===== src/rtl/pipeline_ctrl_n.sv =====
// pipeline_ctrl_n: merges stall/flush requests, holds mispredicts until the delay slot is fetched, and counts stall cycles per stage.
module pipeline_ctrl_n #(
  parameter int STAGES    = 4,
  parameter int EX_IDX    = 2,
  parameter int FE_FLUSH  = 2,
  parameter int ISSUE     = 2,
  parameter int FETCH_NUM = 4,
  parameter int RB_W      = 64,
  parameter int CNT_W     = 32
) (
  input  logic                    clk,
  input  logic                    rst,
  input  logic [STAGES-1:0]       stall_req,
  input  logic                    exc_valid,
  input  logic                    exc_alpha_taken,
  input  logic [ISSUE-1:0]        exec_valid,
  input  logic [ISSUE-1:0]        br_valid,
  input  logic [ISSUE-1:0]        br_mispredict,
  input  logic [ISSUE*RB_W-1:0]   br_info,
  input  logic [FETCH_NUM-1:0]    fetch_valid,
  input  logic                    cnt_clr,
  output logic [STAGES-1:0]       stall,
  output logic [STAGES-1:0]       flush,
  output logic [RB_W-1:0]         resolved_branch,
  output logic                    resolved_valid,
  output logic                    delayslot_not_exec,
  output logic                    hold_resolved_branch,
  output logic                    waiting,
  output logic [STAGES*CNT_W-1:0] stall_cnt
);
  typedef enum logic {RUN, WAIT_DS} state_t;
  localparam logic [STAGES-1:0] ONES    = '1;
  localparam logic [STAGES-1:0] EX_MASK = ONES >> (STAGES-1-EX_IDX);
  localparam logic [STAGES-1:0] FE_MASK = ONES >> (STAGES-FE_FLUSH);
  state_t state, state_n;
  logic [RB_W-1:0] rb_q, sel_info;
  logic [STAGES-1:0] req_mask;
  logic [ISSUE-1:0] mp;
  logic ds_out, fetch_avail, enter, wait_stall, in_wait;
  always_comb begin
    mp = br_valid & br_mispredict;
    sel_info = '0;
    for (int i = 0; i < ISSUE; i++)
      if (br_valid[i]) sel_info = br_info[i*RB_W +: RB_W];
    // a lane's delay slot lies outside the bundle when the next-younger lane is empty
    ds_out = |(mp & ~{1'b0, exec_valid[ISSUE-1:1]});
    for (int k = 0; k < STAGES; k++)
      req_mask[k] = |(stall_req >> k);
    fetch_avail = |fetch_valid;
    in_wait = state == WAIT_DS;
    enter = ~in_wait & ds_out & ~fetch_avail & ~exc_valid;
    wait_stall = in_wait ? ~fetch_avail & ~exc_valid : enter;
    stall = rst ? '1 : |stall_req ? req_mask : wait_stall ? EX_MASK : '0;
    flush = rst ? '0 : exc_valid ? {exc_alpha_taken, {(STAGES-1){1'b1}}} :
            (~in_wait & |mp & ~ds_out) ? FE_MASK : '0;
    state_n = rst ? RUN : in_wait ? ((fetch_avail | exc_valid) ? RUN : WAIT_DS) : (enter ? WAIT_DS : RUN);
    resolved_valid = ~rst & (in_wait ? fetch_avail & ~exc_valid : |br_valid & ~enter);
    resolved_branch = resolved_valid ? (in_wait ? rb_q : sel_info) : '0;
    delayslot_not_exec = ~rst & (in_wait | ds_out);
    waiting = ~rst & in_wait;
    hold_resolved_branch = |stall[STAGES-1:EX_IDX];
  end
  always_ff @(posedge clk) begin
    if (rst) begin
      state <= RUN;
      rb_q <= '0;
    end else begin
      state <= state_n;
      if (enter) rb_q <= sel_info;
    end
  end
  logic [CNT_W-1:0] cnt [STAGES];
  for (genvar k = 0; k < STAGES; k++) begin : g_cnt
    always_ff @(posedge clk) begin
      if (rst | cnt_clr) cnt[k] <= '0;
      else if (stall[k] & ~&cnt[k]) cnt[k] <= cnt[k] + 1'b1;
    end
    assign stall_cnt[k*CNT_W +: CNT_W] = cnt[k];
  end
endmodule


===== config.mk =====
export PLATFORM = sky130hd
export DESIGN_NAME = pipeline_ctrl_n
export DESIGN_NICKNAME = d
export VERILOG_FILES = /design/src/rtl/pipeline_ctrl_n.sv
export SDC_FILE = /design/constraint.sdc
export NUM_CORES = 1
export LEC_CHECK = 0
export ABC_AREA = 1
export BUFFER_PORTS_ARGS = -buffer_cell sky130_fd_sc_hd__buf_2
export CORE_MARGIN = 10
export CORE_UTILIZATION = 55
export CTS_BUF_LIST = sky130_fd_sc_hd__clkbuf_4 sky130_fd_sc_hd__clkbuf_8
export CTS_CLUSTER_SIZE = 14
export DETAILED_ROUTE_END_ITERATION = 12
export GPL_ROUTABILITY_DRIVEN = 0
export PLACE_DENSITY = 0.81
export SLEW_MARGIN = 40
export SYNTH_ARGS = -nofsm -noshare
export SYNTH_HDL_FRONTEND = slang
export SYNTH_SLANG_ARGS = --single-unit

===== constraint.sdc =====
create_clock -name clk -period 4.6 [get_ports clk]
set_clock_uncertainty 0.1 [all_clocks]
set_input_delay 0.23 -clock clk [delete_from_list [all_inputs] [get_ports clk]]
set_output_delay 0.23 -clock clk [all_outputs]
set_load 0.005 [all_outputs]

### Yosys cells after proc, flatten, opt, wreduce, memory -nomap -nowiden

Memory sizes are Yosys's and may differ from the RTL's.
Cells that the tools add are included.

| cells by class | value |
|---|---|
| bitwise gates (word level) | 31 |
| reductions and logical operators | 16 |
| add/sub/neg operators | 4 |
| muxes and demuxes | 33 |

Operator list:

| operator | number |
|---|---|
| two-way mux 64 bit | 4 |
| adder 32 x 1 -> 32 bit, second input constant | 4 |
| two-way mux 32 bit | 4 |
| AND reduction 32 bit | 4 |
| two-way mux 1 bit | 19 |
| two-way mux 4 bit | 4 |
| bitwise AND 1 bit | 15 |
| OR reduction 2 bit | 5 |
| OR reduction 4 bit | 2 |
| OR 1 bit | 7 |
| inverter 1 bit | 6 |
| bitwise AND 2 bit | 2 |
| logical NOT 1 bit | 4 |
| two-way mux 3 bit | 1 |
| OR reduction 3 bit | 1 |
| two-way mux 2 bit | 1 |
| inverter 1 -> 2 bit | 1 |

| word-level totals | value |
|---|---|
| bits of input ports | 147 |
| logic and storage cells | 87 |
| output and inout bits | 204 |
| memories kept | 1 |
| bits in writable memories | 128 |
| flip-flop bits (word level) | 65 |

Memory list:

| name | depth | width | read ports | clocked after memory_dff | wr ports | line | text |
|---|---|---|---|---|---|---|---|
| cnt | 4 | 32 | 4 | 0 | 4 | 72 | `logic [CNT_W-1:0] cnt [STAGES];` |

### Logic depth before layout (Yosys ltp)

Gate-level depths: netlist (run 1).

| depth | value |
|---|---|
| word-level depth | 15 |
| depth in mapped cells | 10 |
| gate-level depth less buffers | 10 |

### Worst setup path before layout (run 1)

Ideal clock, no wire load.

| path | value |
|---|---|
| path type | reg2reg |
| from | mem cnt[0][0] |
| to | mem cnt[0][0], enable pin |
| buffers on the path | 0 |
| clock period less this slack | 2.379 ns |
| data required time | 4.111 ns |
| arrival time | 1.890 ns |
| setup time | 0.389 ns |
| path slack | 2.221 ns |
| cell stages (with the launch flop) | 9 |
| cells stage by stage | edfxtp_1 -> ha_1 -> nand3_2 -> inv_1 -> nand2_1 -> nor2_2 -> nand2_2 -> nand2_1 -> nand2_1 |

RTL lines:

| element | line |
|---|---|
| start, declared | 72 |

==> results of run 1 <==
report_power, final:
| part | internal, uW | leakage (uW) | switching, uW | total [uW] |
|---|---|---|---|---|
| Sequential | 1860 | 0.00208 | 38.2 | 1900 |
| Combinational | 156 | 0.00386 | 232 | 388 |
| Clock | 514 | 0.000201 | 625 | 1140 |
| Total | 2530 | 0.00614 | 895 | 3430 |
placed cells by master (no fill, tap or decap), types with 30 or more instances in the layout:
| cell | instances |
|---|---|
| nand2_1 | 614 |
| buf_2 | 349 |
| nor2_1 | 287 |
| a21oi_1 | 155 |
| inv_1 | 148 |
| edfxtp_1 | 128 |
| nand3_1 | 95 |
| dfxtp_1 | 64 |
| o21ai_0 | 55 |
| nand3b_1 | 41 |
| xnor2_1 | 34 |
| xor2_1 | 30 |
registers in the layout (all words and copies together), names as in the netlist:
register,count
rb_q,64
in_wait,1
cnt,128
per-layer routing:
metal  wire, um  global-route usage, %  vias to the layer above
li1           -                      -                     6362
met1      15700                   31.4                     5776
met2      18200                   43.1                      554
met3       3220                   5.71                       73
met4       1010                   8.92                        0
met5          0                      0                        -
through the flow:
stage          cell area [um2]  util, %  total power (uW)
3_5_place_dp             14300     63.6              2330
6_report                 14700     65.4              3430
4_1_cts                  14700     65.4              3450
5_1_grt                  14700     65.4              3570
3_3_place_gp             14200     63.4              2320
2_1_floorplan            12500        -              2150
final timing paths:
kind	from	end	slack, ns
worst max-delay path	in_wait$_SDFF_PP0_	cnt[1][10]$_SDFFCE_PN0P_	1.44
worst min-delay path	br_info[64]	rb_q[0]$_SDFFE_PP0P_	0.07
worst max register to register	in_wait$_SDFF_PP0_	cnt[1][10]$_SDFFCE_PN0P_	1.44
worst min register to register	rb_q[36]$_SDFFE_PP0P_	rb_q[36]$_SDFFE_PP0P_	0.35
tightest hold or removal path, stage by stage:
cell and delay (ns):
buf_2 0.07, nand2_1 0.04, nand2_1 0.07, o21ai_0 0.08, a21oi_1 0.10
cell type report:
type / count / area [um2]
timing repair buffer: 364 / 1890
multi-input combinational: 1380 / 6320
clock buffer: 21 / 264
inverter: 152 / 573
sequential: 193 / 5150
tap: 285 / 357
clock inverter: 11 / 129
fill: 1994 / 7760
cells by family after synthesis:
kind of cell	Yosys count	share of synthesized area, %
buffers and inverters	228	8.20
xor gates and xnor gates	64	4.50
adders and majority gates	4	0.402
DFF	193	41.3
AOI/OAI and AO/OA	225	9.13
and+or+nand+nor	1087	36.5
==> key figures, run 1 <==
Timing
  – Pins Over Slew Limit: 0
  – Worst slew pin tran: slightly above 0.7 ns
  – Final WS setup: 1.44 ns
  – Max-slew headroom: between 50% and 60%
  – Post-layout minimum cycle time: between 3 and 4 ns
  – Max Freq: between 300 and 400 MHz
  – Count of final setup violators: 0
  – Hold WS: about 0.066 ns
  – Final setup TNS: 0 ns
  – Crit share post-route: 68.6%
  – Final hold violations: 0
  – RSZ-0062 raised after global routing: no

Yosys
  – Mapped Area: ~0.012 mm2
  – Synth top area cells: edfxtp_1 31%, nand2_1 18%, dfxtp_1 10%
  – Post-synthesis sequential area ratio: roughly 41%
  – Main synth FF type: edfxtp_1
  – Post-synth EDFFs: approximately 130
  – Mean Syn Cell Area: 6.92 um2
  – Post-synth net total: just under 2000
  – Area share of the largest cell type after synthesis: between 30% and 40%
  – Post-synth top area cell: edfxtp_1
  – Yosys reg bits: between 150 and 200
  – Synthesis Warnings: 0
  – Top-count cell post-synth: nand2_1
  – Syn Inst Count: 1801
  – Post-synth top cells: 614 x nand2_1, 287 x nor2_1, 155 x a21oi_1, 149 x inv_1, 128 x edfxtp_1
  – Post-synthesis cell type count: 34
  – FFs w/ async S/R, synth: 0%

Critical path
  – CP Depth: 7
  – Crit path buf inv count: 2
  – Critical Path Max Stage Delay: 0.74 ns
  – CP most frequent cell: nand3_2
  – Largest delay share family, worst path: simple AND/OR/NAND/NOR gates
  – Worst EP required: 4.79 ns
  – Worst path slowest cell: dfxtp_2
  – Critical Path AT: about 3.3 ns
  – Worst-path cell chain: inv_2, buf_4, nand3_1, nand3_2, nand3_2, nand3_2, nor2_1
  – Kind of critical path: reg -> reg
  – Reg2Reg Depth: 7
  – Crit end category: flip-flop
  – Crit path max fanout: between 50 and 60
  – CP Launch Type: flip-flop

Clocking
  – Largest buffer count on any clock path: 2
  – CTS tree: done
  – H-tree depth: 4
  – Postcts setup bufs: 0
  – Hold_buf cts: 0
  – Clock root buffer: clkbuf_8
  – Sink Count: around 190
  – Clk_lat worst skew: 0.46 ns
  – Clock-pin slew on the worst setup and hold paths: 0.11 ns
  – Post-CTS sizing: 0
  – CTS buffer count: 17

Global route
  – Largest net degree at the start of global routing: between 60 and 70
  – Vias in the first global route: 12114
  – GRT Util Overall: 25.5%
  – First-pass GRT wire length: 60800 um
  – Initial antenna violation count: 0
  – Total grt overflow: 0

Drt
  – Final ANT Viol Nets: 0
  – Via density: ~5.3
  – Drt total wl: approximately 38000 um
  – DRT iter0 DRCs: about 1100
  – DR pass1 iterations: 5
  – Detailed-route wire length per cell: approximately 16 um
  – Drc violations: 0
  – Detailed-route via count: 12765

Die
  – Core Area: ~0.022 mm2
  – Die area: just under 0.03 mm2
  – Die width: between 150 and 200 um
  – Initial Util: roughly 56%
  – Rows: 55
  – # IOs: 351
  – Vert. Die Dim: roughly 170 um

Power and ir drop
  – Leak Pwr: approximately 0.006 uW
  – Max VDD drop: about 0.15 mV
  – PD cells: 234 mW/mm2

Placed design
  – Post-DP HPWL: about 29000 um
  – Post-Place Setup Slack: 1.39 ns
  – Placed cell count: 2374
  – IO buf count: around 350

Finish
  – Fin cells: 2406
  – # nets final: approximately 2300
  – Layout cells sized above 1: between 20% and 30%
  – Area grow syn2layout: 17.8%
  – Ant. Diodes: 0

Flow run
  – Max Cap Violations: 0

Min path
  – Worst hold path type: in -> reg
  – Hold Path Cell Cnt: 5

Run status
  – Status: complete, no violations
No activity file was read; power rests on OpenSTA's default activity.
==> run 2, diff against run 1 <==
- CORE_UTILIZATION: 55 -> 49
- PLACE_DENSITY: 0.81 -> 0.76
- clock period: 4.6 -> 2.8 ns (I/O delays scaled with it)
==> key figures, run 2 (synthesized netlist as in run 1, its figures left out) <==
Flow run
  – Max Cap Violations: 0 (unchanged)

Finish
  – Most common cell after layout, fill and taps aside: nand2_1
  – Max reg flops: 128 (unchanged)
  – Multi-input logic area: 0.00632 mm2 (unchanged)
  – Fillers: 2245 (+13%)
  – Area grow syn2layout: 25.6%
  – Register Area: 0.00515 mm2 (unchanged)
  – Most frequent cells in the layout: 614 x nand2_1, 349 x buf_2, 287 x nor2_1, 155 x a21oi_1, 148 x inv_1
  – Layout cells sized above 1: 20.2% (-0.66 points)
  – Ant. Diodes: 0 (unchanged)
  – # nets final: 2353 (+4.2%)
  – Top reg by flops: cnt

Critical path
  – Reg2Reg Depth: 9 (+2)
  – Worst path slowest cell: dlygate4sd3_1
  – CP most frequent cell: buf_2
  – Reg2Reg Setup Slack: 0.52 ns (-0.92 ns)
  – Worst r2r src: cnt[0][0]$_SDFFCE_PN0P_
  – Kind of critical path: in -> out
  – Worst EP required: 2.56 ns (-2.23 ns)
  – Critical Path AT: 2.26 ns (-1.08 ns)
  – Crit end category: output pin
  – Critical path origin: rst
  – Crit path max fanout: 26 (-49%)
  – CP Depth: 8 (+1)
  – Largest delay share family, worst path: buffers and inverters
  – CP Launch Type: primary input
  – Crit path buf inv count: 4 (+2)
  – Worst-path cell chain: dlygate4sd3_1, buf_2, nor2_1, o21a_1, a21boi_4, buf_4, a21oi_1, buf_2
  – Reg2Reg Capture Point: cnt[0][22]$_SDFFCE_PN0P_
  – Crit path capture: resolved_branch[39]
  – Critical Path Max Stage Delay: 0.53 ns (-0.21 ns)

Min path
  – Worst hold path type: in -> reg

Timing
  – Crit share post-route: about nine tenths
  – Final WS setup: 0.301 ns (-1.14 ns)
  – Final setup TNS: 0 ns (unchanged)
  – Worst slew pin tran: 0.638 ns (-0.0753 ns)
  – RSZ-0062 raised after global routing: no
  – Post-layout minimum cycle time: approximately 2.5 ns
  – Max-slew headroom: 57.5% (+5.1 points)
  – Count of final setup violators: 0 (unchanged)
  – Pins Over Slew Limit: 0 (unchanged)
  – Max Freq: between 400 and 500 MHz
  – Final hold violations: 0 (unchanged)

Global route
  – Total grt overflow: 0 (unchanged)
  – Met2 GRT Util: 40.1% (-3.0 points)
  – GRT met1 Usage: 28.9% (-2.5 points)
  – Gr busiest metal: met2
  – First-pass GRT wire length: 65500 um (+7.8%)
  – Initial antenna violation count: 1 (+1)
  – GRT Util Overall: 24.3% (-1.3 points)
  – Vias in the first global route: 12855 (+6.1%)
  – Largest net degree at the start of global routing: 71 (+6.0%)
  – Met3 Usage GRT: 6.81% (+1.1 points)

Clocking
  – Sink Count: 193 (unchanged)
  – CTS tree: done
  – H-tree depth: 4 (unchanged)
  – CTS buffer count: 17 (unchanged)
  – Clk_lat worst skew: 0.47 ns (about the same)
  – Largest buffer count on any clock path: 2 (unchanged)
  – Clock-pin slew on the worst setup and hold paths: 0.10 ns (about the same)
  – Clock root buffer: clkbuf_8

Drt
  – Final ANT Viol Nets: 0 (unchanged)
  – Drt total wl: 41000 um (+7.4%)
  – Detailed-route wire length per cell: 16.1 um (+1.6%)
  – DR pass1 iterations: 6 (+1)
  – Via density: 5.23 (-1.4%)
  – Drc violations: 0 (unchanged)
  – Detailed-route via count: 13312 (+4.3%)
  – DRT iter0 DRCs: 1190 (+10%)

Die
  – Core Area: 0.0251 mm2 (+12%)
  – Initial Util: 49.6% (-5.9 points)
  – Die width: 179 um (+5.2%)
  – Rows: 58 (+5.5%)
  – Vert. Die Dim: 179 um (+5.2%)
  – Die area: 0.0322 mm2 (+11%)
  – # IOs: 351 (unchanged)

Placed design
  – IO buf count: 349 (unchanged)
  – Post-Place Setup Slack: 0.459 ns (-0.934 ns)
  – Post-DP HPWL: 29900 um (+3.0%)

Power and ir drop
  – Leak Pwr: 0.00657 uW (+7.0%)
  – Max VDD drop: 0.262 mV (+78%)
  – PD cells: 368 mW/mm2 (+57%)

Run status
  – Status: complete, no violations
## run 2: cell types whose count changed in the layout (fill, tap and decap cells not counted)
cell	previous run	this run
bufinv_8	0	1
dlygate4sd3_1	0	89
inv_8	1	3
bufinv_16	2	1
inv_4	2	4
clkbuf_4	4	2
inv_2	2	3
buf_12	1	2
clkinvlp_4	2	1
buf_8	2	0
buf_4	12	18
clkinv_2	2	0
## run 2: worst register-to-register path, delay by kind of cell, from the launching register on
| family | cells | cell delay (ns) |
|---|---|---|
| AND/OR/NAND/NOR | 6 | 0.58 |
| flip-flops | 1 | 0.52 |
| adder cells (fa/ha/maj) | 1 | 0.29 |
| buffers and inverters | 2 | 0.43 |
## run 2: what timing repair did
| item | 4_1_cts | 5_1_grt |
|---|---|---|
| resized for setup | 0 | 0 |
| hold buffers | 89 | 0 |
| buffers inserted | 0 | 0 |
| endpoints found under the hold margin | 53 | 0 |
## run 2: area by class of cell
type / instances / area share [%]
Clock inverter: 13 / 0.896
Sequential cell: 193 / 32.9
Multi-Input combinational cell: 1380 / 40.4
Timing Repair Buffer: 458 / 18.0
Tap cell: 330 / 2.64
Clock buffer: 19 / 1.59
Inverter: 152 / 3.65
## run 2: layer usage
layer | up-vias | wire, um
met5 | - | 0
met4 | 0 | 1550
met3 | 92 | 3710
met2 | 625 | 19000
met1 | 6047 | 16700
li1 | 6548 | -
## run 2: worst min-delay path by stage
stage                            endpoint  cells after the start  slack (ns)             startpoint
finish              rb_q[49]$_SDFFE_PP0P_                      5        0.03            br_info[49]
global route         rb_q[8]$_SDFFE_PP0P_                      5        0.03             br_info[8]
CTS                 rb_q[20]$_SDFFE_PP0P_                      5      0.0004            br_info[84]
detailed placement  rb_q[50]$_SDFFE_PP0P_                      2        0.33  rb_q[50]$_SDFFE_PP0P_
global placement     rb_q[8]$_SDFFE_PP0P_                      2        0.33   rb_q[8]$_SDFFE_PP0P_
floorplan                         waiting                      1        0.22                    rst
## run 2: where the power goes
group / leakage, uW / switching, uW / internal, uW
Clock: 0.000208 / 1070 / 794
Sequential: 0.00208 / 62.7 / 3060
Combinational: 0.00428 / 418 / 353
Total: 0.00657 / 1550 / 4210
## run 2: stage by stage
stage | hold WS [ns] | instance area, um2 | utilization (%) | total power, uW | std cells
after global routing | 0.0276 | 15600 | 62.3 | 6000 | 2545
final | 0.0273 | 15600 | 62.3 | 5760 | 2545
after CTS | 0.000354 | 15600 | 62.3 | 5790 | 2545
after global placement | 0.331 | 14400 | 57.2 | 3820 | 2424
after floorplan | 0.219 | 12500 | - | 3530 | 1801
after detailed placement | 0.335 | 14400 | 57.2 | 3840 | 2424
